## config.mk

```make
export PLATFORM = sky130hd
export DESIGN_NAME = controle_jogo_flat
export DESIGN_NICKNAME = d
export VERILOG_FILES = /design/src/rtl/jogo_pkg.sv /design/src/rtl/controle_jogo_if.sv /design/src/rtl/detector_borda.sv /design/src/rtl/controle_jogo.sv /design/src/flat_wrapper.sv
export SDC_FILE = /design/constraint.sdc
export NUM_CORES = 1
export LEC_CHECK = 0
export BUFFER_PORTS_ARGS = -buffer_cell sky130_fd_sc_hd__buf_2
export CAP_MARGIN = 10
export CORE_AREA = 5 5 64 66
export DETAILED_ROUTE_END_ITERATION = 7
export DIE_AREA = 0 0 69 71
export GPL_TIMING_DRIVEN = 0
export PLACE_DENSITY = 0.61
export SLEW_MARGIN = 20
export SYNTH_ARGS = -nofsm -noshare
export SYNTH_HDL_FRONTEND = slang
export SYNTH_SLANG_ARGS = --single-unit
```

## constraint.sdc

```tcl
create_clock -name clock -period 1.48 [get_ports clock]
set_input_delay 0.074 -clock clock [delete_from_list [all_inputs] [get_ports clock]]
set_output_delay 0.074 -clock clock [all_outputs]
set_load 0.02 [all_outputs]
```

## src/rtl/jogo_pkg.sv

```systemverilog
// Shared definitions for the game controller: default board/map/shot limits,
// the FSM state encoding and a wrap-around increment helper.
package jogo_pkg;

  localparam int unsigned NUM_COLUNAS_DEF = 5;
  localparam int unsigned NUM_LINHAS_DEF  = 5;
  localparam int unsigned NUM_MAPAS_DEF   = 4;
  localparam int unsigned MAX_TIROS_DEF   = 10;

  // One-hot so each mode flag is a single register bit.
  typedef enum logic [2:0] {
    StDesligado  = 3'b001,
    StPreparacao = 3'b010,
    StAtaque     = 3'b100
  } estado_t;

  // Increment a 3-bit index, returning to 0 after the last legal value.
  function automatic logic [2:0] incr_wrap(input logic [2:0] valor, input logic [2:0] ultimo);
    return (valor == ultimo) ? 3'd0 : valor + 3'd1;
  endfunction

endpackage

```

## src/rtl/controle_jogo_if.sv

```systemverilog
// Player-side bundle of the game controller.
//   inputs : chave_liga, btn_confirma, btn_coluna, btn_linha (asynchronous levels)
//   outputs: ATAQUE/PREPARACAO/DESLIGADO mode flags, coordColuna, coordLinha, mapa,
//            disparo strobe, tiros_restantes, fim_jogo
// master = the player/panel side, slave = the controller.
interface controle_jogo_if;

  logic       chave_liga;
  logic       btn_confirma;
  logic       btn_coluna;
  logic       btn_linha;
  logic       ATAQUE;
  logic       PREPARACAO;
  logic       DESLIGADO;
  logic [2:0] coordColuna;
  logic [2:0] coordLinha;
  logic [2:0] mapa;
  logic       disparo;
  logic [3:0] tiros_restantes;
  logic       fim_jogo;

  modport master (
    output chave_liga, btn_confirma, btn_coluna, btn_linha,
    input  ATAQUE, PREPARACAO, DESLIGADO, coordColuna, coordLinha, mapa,
    input  disparo, tiros_restantes, fim_jogo
  );

  modport slave (
    input  chave_liga, btn_confirma, btn_coluna, btn_linha,
    output ATAQUE, PREPARACAO, DESLIGADO, coordColuna, coordLinha, mapa,
    output disparo, tiros_restantes, fim_jogo
  );

endinterface

```

## src/rtl/detector_borda.sv

```systemverilog
// Two-flop synchronizer followed by a rising-edge detector for one button.
//   i_clk, i_rst_n : clock and asynchronous active-low reset
//   i_btn          : asynchronous button level
//   o_pulso        : one-cycle pulse on each synchronized 0->1 transition
module detector_borda (
  input  logic i_clk,
  input  logic i_rst_n,
  input  logic i_btn,
  output logic o_pulso
);

  logic r_sinc1;
  logic r_sinc2;
  logic r_anterior;

  always_ff @(posedge i_clk or negedge i_rst_n) begin
    if (!i_rst_n) begin
      r_sinc1    <= 1'b0;
      r_sinc2    <= 1'b0;
      r_anterior <= 1'b0;
    end else begin
      r_sinc1    <= i_btn;
      r_sinc2    <= r_sinc1;
      r_anterior <= r_sinc2;
    end
  end

  assign o_pulso = r_sinc2 & ~r_anterior;

endmodule

```

## src/rtl/controle_jogo.sv

```systemverilog
// Game controller: power / map selection / attack FSM for a grid shooting game.
//   clock, reset_n : clock and asynchronous active-low reset
//   bus (slave)    : switch and button inputs, mode flags, target coordinate,
//                    selected map, fire strobe, remaining shots and game-over flag
// All outputs come straight from registers.
module controle_jogo
  import jogo_pkg::*;
#(
  parameter int unsigned NUM_COLUNAS = NUM_COLUNAS_DEF,
  parameter int unsigned NUM_LINHAS  = NUM_LINHAS_DEF,
  parameter int unsigned NUM_MAPAS   = NUM_MAPAS_DEF,
  parameter int unsigned MAX_TIROS   = MAX_TIROS_DEF
) (
  input  logic            clock,
  input  logic            reset_n,
  controle_jogo_if.slave  bus
);

  localparam logic [2:0] UltColuna = 3'(NUM_COLUNAS - 1);
  localparam logic [2:0] UltLinha  = 3'(NUM_LINHAS - 1);
  localparam logic [2:0] UltMapa   = 3'(NUM_MAPAS - 1);
  localparam logic [3:0] TirosIni  = 4'(MAX_TIROS);

  logic    r_chave_s1;
  logic    r_chave_s2;
  logic    w_p_confirma;
  logic    w_p_coluna;
  logic    w_p_linha;

  estado_t    r_estado;
  logic [2:0] r_coluna;
  logic [2:0] r_linha;
  logic [2:0] r_mapa;
  logic       r_disparo;
  logic [3:0] r_tiros;
  logic       r_fim;

  // The power switch is a level, so it only needs synchronizing.
  always_ff @(posedge clock or negedge reset_n) begin
    if (!reset_n) begin
      r_chave_s1 <= 1'b0;
      r_chave_s2 <= 1'b0;
    end else begin
      r_chave_s1 <= bus.chave_liga;
      r_chave_s2 <= r_chave_s1;
    end
  end

  detector_borda u_borda_confirma (
    .i_clk   (clock),
    .i_rst_n (reset_n),
    .i_btn   (bus.btn_confirma),
    .o_pulso (w_p_confirma)
  );

  detector_borda u_borda_coluna (
    .i_clk   (clock),
    .i_rst_n (reset_n),
    .i_btn   (bus.btn_coluna),
    .o_pulso (w_p_coluna)
  );

  detector_borda u_borda_linha (
    .i_clk   (clock),
    .i_rst_n (reset_n),
    .i_btn   (bus.btn_linha),
    .o_pulso (w_p_linha)
  );

  always_ff @(posedge clock or negedge reset_n) begin
    if (!reset_n) begin
      r_estado  <= StDesligado;
      r_coluna  <= 3'd0;
      r_linha   <= 3'd0;
      r_mapa    <= 3'd0;
      r_disparo <= 1'b0;
      r_tiros   <= 4'd0;
      r_fim     <= 1'b0;
    end else begin
      r_disparo <= 1'b0;
      // Switching off overrides every button pulse.
      if (!r_chave_s2) begin
        r_estado <= StDesligado;
        r_coluna <= 3'd0;
        r_linha  <= 3'd0;
        r_mapa   <= 3'd0;
        r_tiros  <= 4'd0;
        r_fim    <= 1'b0;
      end else begin
        unique case (r_estado)
          StDesligado: r_estado <= StPreparacao;
          StPreparacao: begin
            if (w_p_confirma) begin
              r_estado <= StAtaque;
              r_tiros  <= TirosIni;
              r_coluna <= 3'd0;
              r_linha  <= 3'd0;
              r_fim    <= 1'b0;
            end else if (w_p_coluna) begin
              r_mapa <= incr_wrap(r_mapa, UltMapa);
            end
          end
          StAtaque: begin
            // A confirm pulse swallows any coordinate pulse in the same cycle.
            if (w_p_confirma) begin
              if (r_tiros != 4'd0) begin
                r_disparo <= 1'b1;
                r_tiros   <= r_tiros - 4'd1;
                r_fim     <= (r_tiros == 4'd1);
              end
            end else begin
              if (w_p_coluna) r_coluna <= incr_wrap(r_coluna, UltColuna);
              if (w_p_linha)  r_linha  <= incr_wrap(r_linha, UltLinha);
            end
          end
          default: r_estado <= StDesligado;
        endcase
      end
    end
  end

  assign bus.DESLIGADO       = (r_estado == StDesligado);
  assign bus.PREPARACAO      = (r_estado == StPreparacao);
  assign bus.ATAQUE          = (r_estado == StAtaque);
  assign bus.coordColuna     = r_coluna;
  assign bus.coordLinha      = r_linha;
  assign bus.mapa            = r_mapa;
  assign bus.disparo         = r_disparo;
  assign bus.tiros_restantes = r_tiros;
  assign bus.fim_jogo        = r_fim;

endmodule

```

## src/flat_wrapper.sv

```systemverilog
// flat-port wrapper written by rule: the top's interface ports become plain ports
module controle_jogo_flat import jogo_pkg::*;
#(
  parameter int unsigned NUM_COLUNAS = NUM_COLUNAS_DEF,
  parameter int unsigned NUM_LINHAS  = NUM_LINHAS_DEF,
  parameter int unsigned NUM_MAPAS   = NUM_MAPAS_DEF,
  parameter int unsigned MAX_TIROS   = MAX_TIROS_DEF
)
  (clock, reset_n, bus_chave_liga, bus_btn_confirma, bus_btn_coluna, bus_btn_linha, bus_ATAQUE, bus_PREPARACAO, bus_DESLIGADO, bus_coordColuna, bus_coordLinha, bus_mapa, bus_disparo, bus_tiros_restantes, bus_fim_jogo);
  controle_jogo_if bus_i ();
  input  logic clock;
  input  logic reset_n;
  input wire logic [$bits(bus_i.chave_liga)-1:0] bus_chave_liga;
  input wire logic [$bits(bus_i.btn_confirma)-1:0] bus_btn_confirma;
  input wire logic [$bits(bus_i.btn_coluna)-1:0] bus_btn_coluna;
  input wire logic [$bits(bus_i.btn_linha)-1:0] bus_btn_linha;
  output wire logic [$bits(bus_i.ATAQUE)-1:0] bus_ATAQUE;
  output wire logic [$bits(bus_i.PREPARACAO)-1:0] bus_PREPARACAO;
  output wire logic [$bits(bus_i.DESLIGADO)-1:0] bus_DESLIGADO;
  output wire logic [$bits(bus_i.coordColuna)-1:0] bus_coordColuna;
  output wire logic [$bits(bus_i.coordLinha)-1:0] bus_coordLinha;
  output wire logic [$bits(bus_i.mapa)-1:0] bus_mapa;
  output wire logic [$bits(bus_i.disparo)-1:0] bus_disparo;
  output wire logic [$bits(bus_i.tiros_restantes)-1:0] bus_tiros_restantes;
  output wire logic [$bits(bus_i.fim_jogo)-1:0] bus_fim_jogo;
  assign bus_i.chave_liga = bus_chave_liga;
  assign bus_i.btn_confirma = bus_btn_confirma;
  assign bus_i.btn_coluna = bus_btn_coluna;
  assign bus_i.btn_linha = bus_btn_linha;
  assign bus_ATAQUE = bus_i.ATAQUE;
  assign bus_PREPARACAO = bus_i.PREPARACAO;
  assign bus_DESLIGADO = bus_i.DESLIGADO;
  assign bus_coordColuna = bus_i.coordColuna;
  assign bus_coordLinha = bus_i.coordLinha;
  assign bus_mapa = bus_i.mapa;
  assign bus_disparo = bus_i.disparo;
  assign bus_tiros_restantes = bus_i.tiros_restantes;
  assign bus_fim_jogo = bus_i.fim_jogo;
  controle_jogo #(.NUM_COLUNAS(NUM_COLUNAS), .NUM_LINHAS(NUM_LINHAS), .NUM_MAPAS(NUM_MAPAS), .MAX_TIROS(MAX_TIROS)) u_core (.clock(clock), .reset_n(reset_n), .bus(bus_i));
endmodule
```

# [Yosys cells after proc, flatten, opt, wreduce, memory -nomap -nowiden]
# Cells that the tools add are included.
[totals] register_bits=29 inputBits=6 output_inout_bits=18 wordCells=85
[classes] add_sub_neg=4 eq_ne=18 n_mux=33 n_bitwise=6 reduce_logical=6
[op_table] op="$mux W3" n=16
[op_table] op="$ne A3 B3 Y1 const B" n=7
[op_table] op="$mux W4" n=4
[op_table] op="$pmux W3 S2" n=2
[op_table] op="$reduce_and A4 Y1" n=3
[op_table] op="$add A3 B1 Y3 const B" n=3
[op_table] op="$eq A3 B3 Y1 const B" n=3
[op_table] op="$pmux W3 S3" n=1
[op_table] op="$mux W1" n=8
[op_table] op="$ne A2 B2 Y1 const B" n=4
[op_table] op="$pmux W4 S2" n=1
[op_table] op="$eq A3 B2 Y1 const B" n=2
[op_table] op="$eq A4 B1 Y1 const B" n=1
[op_table] op="$reduce_bool A4 Y1" n=1
[op_table] op="$sub A4 B1 Y4 const B" n=1
[op_table] op="$and A1 B1 Y1" n=3
[op_table] op="$eq A3 B1 Y1 const B" n=1
[op_table] op="$not A1 Y1" n=3
[op_table] op="$reduce_and A3 Y1" n=1
[op_table] op="$pmux W1 S2" n=1
[op_table] op="$reduce_and A2 Y1" n=1

# [Logic depth before layout (Yosys ltp)]
# Gate-level depths: netlist of the first run.
[logic_depth] word_depth=6 mapped_depth=6 ltp_nobuf=6

# [Hierarchy]
# Synthesis of the first run repeated with hierarchy kept, for this count alone.
[hier_totals] hier_cells=129 hier_area_um2=1463.9
[modules_own_cells] module="controle_jogo" n_inst=1 cells_each=117 area_each_um2=1197.4 seq_area_each_um2=501.7
[modules_own_cells] module="detector_borda" n_inst=3 cells_each=4 area_each_um2=88.8 seq_area_each_um2=75.1

# [Worst setup path before layout of the first run]
# Ideal clock, no wire load.
[synth_timing] path_kind="reg2reg" from="register u_core.r_estado[1]" to="register u_core.r_mapa[0] (netlist: u_core.bus.mapa[0])" setup_time_ns=0.078 arrival_ns=1.723 required_ns=1.402 slack_ns=-0.321 stages_incl_launch_ff=5 n_path_buf=0 synth_period_minus_slack_ns=1.801 path_cell_list="dfrtp_1 > nor3b_1 > nand3_1 > a211o_1 > a21oi_1"
[synth_via] elab_chain_len=3
[synth_rtl] element="start: declaration" line_no="controle_jogo.sv:30" text="estado_t r_estado;"
[synth_rtl] element="start signal: assignment" line_no="controle_jogo.sv:72" text="r_estado <= StDesligado;"
[synth_rtl] element="start signal: assignment" line_no="controle_jogo.sv:83" text="r_estado <= StDesligado;"
[synth_rtl] element="start signal: assignment" line_no="controle_jogo.sv:91" text="StDesligado: r_estado <= StPreparacao;"
[synth_rtl] element="$eq A3 B2 Y1"
[synth_rtl] element="net bus_PREPARACAO" line_no="flat_wrapper.sv:18" text="output wire logic [$bits(bus_i.PREPARACAO)-1:0] bus_PREPARACAO;"
[synth_rtl] element="$ne A2 B2 Y1 (no line)"
[synth_rtl] element="$reduce_and A3 Y1 (no line)"
[synth_rtl] element="end signal: assignment" line_no="controle_jogo.sv:100" text="r_mapa <= incr_wrap(r_mapa, UltMapa);"
[synth_rtl] element="end: declaration" line_no="controle_jogo.sv:33" text="logic [2:0] r_mapa;"
# The timed path passes the listed nets, and every way through them passes these cells.
# A chain may end at the register's enable or synchronous reset.

# [Worst setup path after layout of the first run]
[layout_timing] from="register u_core.r_estado[2]" to="register u_core.r_coluna[2] (netlist: u_core.bus.coordColuna[2])"
[layout_via] elab_chain_len=3 word_cells_on_any_way=9 classes_between="eq/ne: 6; mux: 2; reduce/logical: 1"
[layout_rtl] element="$eq A3 B3 Y1 / $eq A3 B2 Y1 (equally long branches)" line_no="controle_jogo.sv:90" text="unique case (r_estado)"
[layout_rtl] element="$ne A3 B3 Y1 (no line) / $pmux W3 S2 (equally long branches)"
[layout_rtl] element="$reduce_and A4 Y1 (no line) / $mux W3 (equally long branches)"
[layout_rtl] element="end signal: assignment" line_no="controle_jogo.sv:112" text="if (w_p_coluna) r_coluna <= incr_wrap(r_coluna, UltColuna);"
[layout_rtl] element="end: declaration" line_no="controle_jogo.sv:31" text="logic [2:0] r_coluna;"
# Several ways; a longest one is shown, not always the timed one.

==> summary.txt, run 1 <==
Detailed routing
  – Wirelength per Cell: 13.86 um
  – Drt total wl: 2.938 mm
  – Initial drt markers: 40
  – Via Count: approximately 1100
  – Residual DRC: 0
  – Post-route ant nets: 0
  – Vias per cell: 5.038
  – Drt pass-1 iters: 4

Critical path
  – CP Launch Type: register
  – Critical path capture point type: register
  – Slowest stage delay, CP: 0.44 ns
  – Worst-path cell chain: nor3b_4, buf_6, nand3_4, or3b_1, a31oi_1
  – Crit-path max FO: 6
  – CP Buf/Inv Count: 1
  – Worst path required time: 1.72 ns
  – Setup Crit Path Kind: register to register
  – Cell family with most CP delay: simple AND/OR/NAND/NOR gates
  – Slowest-stage cell, CP: dfrtp_2
  – Worst Path Arrival: 1.77 ns

Global route
  – First-pass GRT wire length: roughly 5 mm
  – Number of global-route vias before repair: 1087
  – Antenna violations before repair: 0
  – Gr usage total: 0.1266
  – GR Overflow Total: 0
  – Largest net degree at the start of global routing: 30

Outcome
  – Violated checks: setup timing
  – Status: complete, but fails checks

Logic synthesis
  – Compound-gate portion of the synthesized area: 0.1423
  – Main combinational cell family by area after synthesis: simple AND/OR/NAND/NOR gates
  – Multiplexer share of the synthesized area: 0.007590
  – Simple-gate share of the synthesized area: 0.1784
  – Post-synthesis xor/xnor area fraction: 0.006641
  – Post-Synth Adder-Cell Area: 0.07590
  – Mapped Cells: 123
  – Synth cell types: 33
  – Yosys warnings: 0
  – #FFs+latches synth: 29
  – Post-synthesis sequential area ratio: 0.5512
  – Post-Synthesis Cell Area: 0.001319 mm^2
  – Synthesized area per cell: about 11 um^2
  – Syn nets: 137

Finish
  – Most common cell after layout, fill and taps aside: dfrtp_1
  – Share of layout cells above drive strength 1: 0.3171
  – Final nets: approximately 180
  – FILL cells: around 350
  – Most frequent cells in the layout: dfrtp_1, buf_2, nand2_1, inv_1, a21oi_1
  – Non-filler cells, final: ~210
  – Number of diodes: 0
  – Layout area overhead: 31.69%

Placed design
  – Post-detail-place hpwl: 1.914 mm
  – Port Buffers: 23
  – Pre-CTS setup slack: -0.2305 ns
  – RePlAce Congestion: approximately 0.76
  – Placed Cells: 194

Floorplan
  – Die ar.: 0.004899 mm^2
  – Die Ht: 71 um
  – # IOs: 24
  – Die Width: about 69 um
  – Core area: 0.003523 mm^2
  – Initial Util: 0.3743
  – Row count: 22

STA
  – Unrepaired setup endpoints after global routing: yes
  – Slew headroom: 0.5821
  – Max Fclk: 656.5 MHz
  – Final max-slew violation count: 0
  – Min Tclk post-route: approximately 1.5 ns
  – Clock skew: 0.009297 ns
  – Tcrit/Tclk final: 1.029
  – Slew @ Worst Pin: about 0.63 ns
  – Finish-stage setup viols: 1
  – Hold Fails Final Rpt: 0
  – Final setup margin: -0.04313 ns

Min path
  – Worst hold-check path type: input port to asynchronous set/reset pin

Clock network
  – Clock root buffer: clkbuf_4
  – Max Buffers Root-to-Sink: 2
  – Clock Latency Late Sink: 0.33 ns
  – H-tree depth: 2
  – Sink Count: 29
  – Clock slew at the register clock pins of the worst setup and hold paths: ~0.090 ns
  – CTS tree: built
  – Total CTS buffers: 5

Pwr
  – Static Leakage: 0.8123 nW
  – Peak supply drop: between 0.0003 and 0.0004 V
  – PwrDens: 858.2 mW/mm^2

Job
  – Max cap viols: 0
## state kept, by name (all words and copies together) (netlist names)
name,count
u_core.r_estado,3
u_core.bus.tiros_restantes,4
u_core.bus.coordLinha,3
u_core.u_borda_linha.r_sinc2,1
u_core.bus.mapa,3
u_core.bus.coordColuna,3
u_core.u_borda_confirma.r_sinc1,1
u_core.u_borda_coluna.r_sinc1,1
u_core.bus.fim_jogo,1
u_core.u_borda_coluna.r_sinc2,1
u_core.u_borda_linha.r_sinc1,1
u_core.u_borda_coluna.r_anterior,1
u_core.u_borda_linha.r_anterior,1
u_core.r_chave_s1,1
u_core.u_borda_confirma.r_anterior,1
u_core.u_borda_confirma.r_sinc2,1
u_core.r_chave_s2,1
u_core.bus.disparo,1
## layout make-up
class	instances	area, um^2	area share
Clock buffer	7	55.05	0.03170
Timing Repair Buffer	35	224.0	0.1290
Sequential cell	29	730.7	0.4207
Inverter	9	33.78	0.01945
Tap cell	48	60.06	0.03458
Multi-Input combinational cell	81	614.3	0.3537
Buffer	3	18.77	0.01081
## metal layers
layer	global-route usage	vias up	share of wire
met2	0.2097	30	0.49
met5	0	-	0
met4	0.06725	0	0.022
li1	-	513	-
met3	0.05256	9	0.057
met1	0.1385	516	0.43
## worst register-to-register path, delay by kind of cell (launching register included)
| family | cells | cell delay [ns] |
|---|---|---|
| AND/OR/NAND/NOR | 3 | 0.67 |
| flip-flops | 1 | 0.44 |
| buffers and inverters | 1 | 0.16 |
| AO/OA/AOI/OAI | 1 | 0.16 |
## cell families (layout without fill, tap and decap cells)
logic type | count (synthesis) | count (layout)
XOR/XNOR | 1 | 1
AND/OR/NAND/NOR | 44 | 44
buffers and inverters | 13 | 54
adder cells (fa/ha/maj) | 8 | 8
AO/OA/AOI/OAI | 27 | 27
multiplexers | 1 | 1
flip-flops | 29 | 29
## synthesized netlist by cell type (all sizes together)
library cell / count / area share
inv: 9 / 0.026
buf: 1 / 0.0038
nor2: 6 / 0.017
nand4: 1 / 0.0047
dfstp: 1 / 0.020
o21ai: 1 / 0.0038
mux2i: 1 / 0.0076
a21o: 1 / 0.0057
nor3: 1 / 0.0038
o32ai: 5 / 0.033
xnor2: 1 / 0.0066
or3b: 1 / 0.0066
a211o: 1 / 0.0066
clkbuf: 3 / 0.0085
nor4bb: 1 / 0.0076
nand2b: 2 / 0.0095
a21oi: 9 / 0.034
nor2b: 4 / 0.019
nor3b: 3 / 0.021
and3: 1 / 0.0047
o221a: 1 / 0.0085
o211ai: 2 / 0.011
nand2: 14 / 0.040
dfrtp: 28 / 0.53
ha: 8 / 0.076
a31oi: 3 / 0.014
nand3: 9 / 0.038
nand4b: 1 / 0.0066
o211a: 1 / 0.0076
a211oi: 2 / 0.011
o21bai: 1 / 0.0057
## final timing paths
| check | from | endpoint | slack [ns] | depth (start not counted) |
|---|---|---|---|---|
| min in group clock | u_core.u_borda_coluna.r_sinc1$_DFF_PN0_ | u_core.u_borda_coluna.r_sinc2$_DFF_PN0_ | 0.35 | 0 |
| max reg2reg | u_core.r_estado[2]$_DFFE_PN0P_ | u_core.bus.coordColuna[2]$_DFFE_PN0P_ | -0.04 | 5 |
| max in group asynchronous | reset_n | u_core.r_estado[1]$_DFFE_PN0P_ | 0.73 | 2 |
| max | u_core.r_estado[2]$_DFFE_PN0P_ | u_core.bus.coordColuna[2]$_DFFE_PN0P_ | -0.04 | 5 |
| min reg2reg | u_core.u_borda_coluna.r_sinc1$_DFF_PN0_ | u_core.u_borda_coluna.r_sinc2$_DFF_PN0_ | 0.35 | 0 |
| min | reset_n | u_core.bus.tiros_restantes[1]$_DFFE_PN0P_ | 0.30 | 2 |
## per-stage QoR
step           utilization  hold WS [ns]  setup TNS, ns  cell area [um^2]  power [mW]
2_1_floorplan            -       -0.2216      -0.006022              1324      0.9281
3_3_place_gp        0.4254        0.1241         -1.624              1499      0.9752
3_5_place_dp        0.4254        0.1404         -2.163              1499      0.9809
4_1_cts             0.4684        0.3178       -0.05552              1650       1.505
5_1_grt             0.4929        0.3650        -0.3341              1737       1.573
6_report            0.4929        0.3046       -0.04313              1737       1.490
## power by group
group / total [mW] / internal [mW] / switching (mW) / leakage [nW]
clock: 0.483 / 0.224 / 0.259 / 0.0314
combinational: 0.160 / 0.0723 / 0.0876 / 0.411
sequential: 0.847 / 0.822 / 0.0257 / 0.370
## repair_timing
item | 4_1_cts | 5_1_grt
resized for setup | 8 | 11
hold buffers | 5 | 0
endpoints found under the setup margin | 16 | 15
hold endpoints to repair | 32 | 0
buffers inserted | 3 | 4
pin swaps | 0 | 0
Note: power is estimated with default switching activity, not from simulation.
==> run 2: changes to the inputs <==
--- a/config.mk
+++ b/config.mk
@@ -10,7 +10,6 @@
 export CORE_AREA = 5 5 64 66
 export DETAILED_ROUTE_END_ITERATION = 7
 export DIE_AREA = 0 0 69 71
-export GPL_TIMING_DRIVEN = 0
 export PLACE_DENSITY = 0.61
 export SLEW_MARGIN = 20
 export SYNTH_ARGS = -nofsm -noshare
==> summary.txt, run 2 (synthesis results as in run 1) <==
STA
  – Min Tclk post-route: 1.468 ns (-0.05515 ns)
  – Slew @ Worst Pin: 0.6326 ns (+0.005711 ns)
  – Hold Fails Final Rpt: 0 (unchanged)
  – Unrepaired setup endpoints after global routing: yes
  – Tcrit/Tclk final: 0.9919 (-0.03726)
  – Finish-stage setup viols: 0 (-1)
  – Final max-slew violation count: 0 (unchanged)
  – Slew headroom: 0.5783 (-0.003808)
  – Final setup margin: 0.01202 ns (+0.05515 ns)
  – Max Fclk: 681.2 MHz (+3.8%)
  – Clock skew: 0.008072 ns (-0.001225 ns)

Pwr
  – Combinational Power Share: 0.122 (+0.015)
  – Clk pwr share: 0.343 (+0.019)
  – Internal: 1.199 mW (+7.2%)
  – Switch share: 0.2459 (-0.004024)
  – PwrDens: 869.4 mW/mm^2 (+1.3%)
  – Reg power frac: 0.535 (-0.034)
  – Peak supply drop: 0.0005278 V (+33%)
  – Static Leakage: 0.8771 nW (+8.0%)
  – Net Switching: 390.8 uW (+4.9%)

Clock network
  – Clock root buffer: clkbuf_4
  – Max Buffers Root-to-Sink: 2 (unchanged)
  – Sink Count: 29 (unchanged)
  – Total CTS buffers: 5 (unchanged)
  – CTS tree: built
  – Clock Latency Late Sink: 0.33 ns (about the same)
  – Clock slew at the register clock pins of the worst setup and hold paths: 0.09 ns (about the same)
  – H-tree depth: 2 (unchanged)

Critical path
  – Worst Path Arrival: 1.39 ns (-0.38 ns)
  – Critical path capture point type: primary output
  – Crit-path max FO: 4 (-2)
  – RR Endpoint: u_core.bus.coordColuna[2]$_DFFE_PN0P_
  – Worst path required time: 1.41 ns (-0.31 ns)
  – CP Capture Point: bus_PREPARACAO
  – R2r worst-path depth: 4 (-1)
  – R2R Path Start: u_core.r_estado[1]$_DFFE_PN0P_
  – R2R Setup Slk: 0.06 ns (+0.10 ns)
  – Crit path launch: u_core.r_estado[2]$_DFFE_PN0P_
  – CP Launch Type: register
  – Setup Crit Path Kind: register to primary output

Finish
  – Most common cell after layout, fill and taps aside: dfrtp_1
  – Share of layout cells above drive strength 1: 0.3584 (+0.04131)
  – Most frequent cells in the layout: dfrtp_1, buf_2, buf_4, nand2_1, inv_1
  – Layout area overhead: 38.61%
  – Number of diodes: 0 (unchanged)
  – Non-filler cells, final: 221 (+4.2%)
  – Final core utilization: 0.5188 (+0.02592)
  – Max reg flops: 4 (unchanged)
  – FILL cells: 338 (-4.2%)
  – Fin area: 0.001828 mm^2 (+5.3%)
  – Final nets: 186 (+4.5%)

Floorplan
  – Row count: 22 (unchanged)
  – Initial Util: 0.3743 (unchanged)
  – Die Ht: 71 um (unchanged)
  – Die Width: 69 um (unchanged)
  – # IOs: 24 (unchanged)
  – Die ar.: 0.004899 mm^2 (unchanged)
  – Core area: 0.003523 mm^2 (unchanged)

Global route
  – Largest net degree at the start of global routing: 30 (unchanged)
  – Gr usage total: 0.1286 (+0.002022)
  – First-pass GRT wire length: 5.016 mm (+3.1%)
  – Number of global-route vias before repair: 1135 (+4.4%)
  – GR Overflow Total: 0 (unchanged)
  – Antenna violations before repair: 0 (unchanged)

Detailed routing
  – Post-route ant nets: 0 (unchanged)
  – Initial drt markers: 56 (+40%)
  – Drt total wl: 2.961 mm (+0.78%)
  – Vias per cell: 4.964 (-1.5%)
  – Drt pass-1 iters: 4 (unchanged)
  – Wirelength per Cell: 13.40 um (-3.3%)
  – Residual DRC: 0 (unchanged)
  – Via Count: 1097 (+2.7%)

Placed design
  – Post-detail-place hpwl: 1.922 mm (+0.38%)
  – Port Buffers: 23 (unchanged)
  – Placed Cells: 200 (+3.1%)
  – RePlAce Congestion: 0.7586 (+0.12%)
  – Placed cell areas: 0.001558 mm^2 (+3.9%)
  – Pre-CTS setup slack: -0.09989 ns (+0.1306 ns)

Min path
  – Worst hold-check path type: input port to asynchronous set/reset pin

Job
  – Max cap viols: 0 (unchanged)

Outcome
  – Status: completed
==> run 2: critical path, cell delays in order, from the launching register on <==
cell	delay, ns
dfrtp_2	0.45
buf_6	0.15
nor3b_4	0.21
buf_4	0.15
buf_6	0.11
==> run 2: timing repair <==
item,CTS,global route
hold buffers,5,0
hold endpoints to repair,32,0
pin swaps,1,4
resized for setup,5,17
setup buffers,3,5
endpoints found under the setup margin,10,14
==> run 2: worst min-delay path by stage <==
| stage | cells after the start | slack (ns) | end |
|---|---|---|---|
| 2_1_floorplan | 0 | -0.22 | u_core.bus.coordColuna[0]$_DFFE_PN0P_ |
| 3_3_place_gp | 1 | 0.13 | u_core.bus.tiros_restantes[3]$_DFFE_PN0P_ |
| 3_5_place_dp | 1 | 0.14 | u_core.bus.tiros_restantes[3]$_DFFE_PN0P_ |
| 4_1_cts | 2 | 0.32 | u_core.u_borda_confirma.r_sinc1$_DFF_PN0_ |
| 5_1_grt | 2 | 0.37 | u_core.u_borda_confirma.r_sinc1$_DFF_PN0_ |
| 6_report | 2 | 0.31 | u_core.bus.tiros_restantes[3]$_DFFE_PN0P_ |
==> run 2: metrics by stage <==
step	power, mW	setup TNS [ns]	hold WS [ns]
finish	1.589	0	0.3063
global placement	0.9882	-0.1438	0.1285
detailed placement	0.9918	-0.4553	0.1373
global route	1.670	-0.2648	0.3677
CTS	1.568	0	0.3185
floorplan	0.9281	-0.006022	-0.2216
==> run 2: cell type report <==
type	instances	area, um^2	area share
tap	48	60.06	0.03285
clock buffer	7	65.06	0.03559
multi-input combinational	81	608.1	0.3326
inverter	9	33.78	0.01848
clock inverter	1	5.005	0.002738
timing repair buffer	46	326.6	0.1786
sequential	29	729.5	0.3990
==> run 2: power by group through the flow <==
stage	Clock [mW]	Sequential, mW	Combinational, mW
2_1_floorplan	0	0.857	0.0714
3_3_place_gp	0	0.856	0.133
3_5_place_dp	0	0.857	0.135
4_1_cts	0.569	0.846	0.153
5_1_grt	0.601	0.855	0.215
6_report	0.545	0.850	0.194
==> run 2: metal layers <==
metal	routed length, um	track usage	part of all wire
met1	1290	0.1534	0.44
met2	1471	0.2108	0.50
met3	141	0.03835	0.048
met4	58	0.06508	0.020
met5	0	0	0
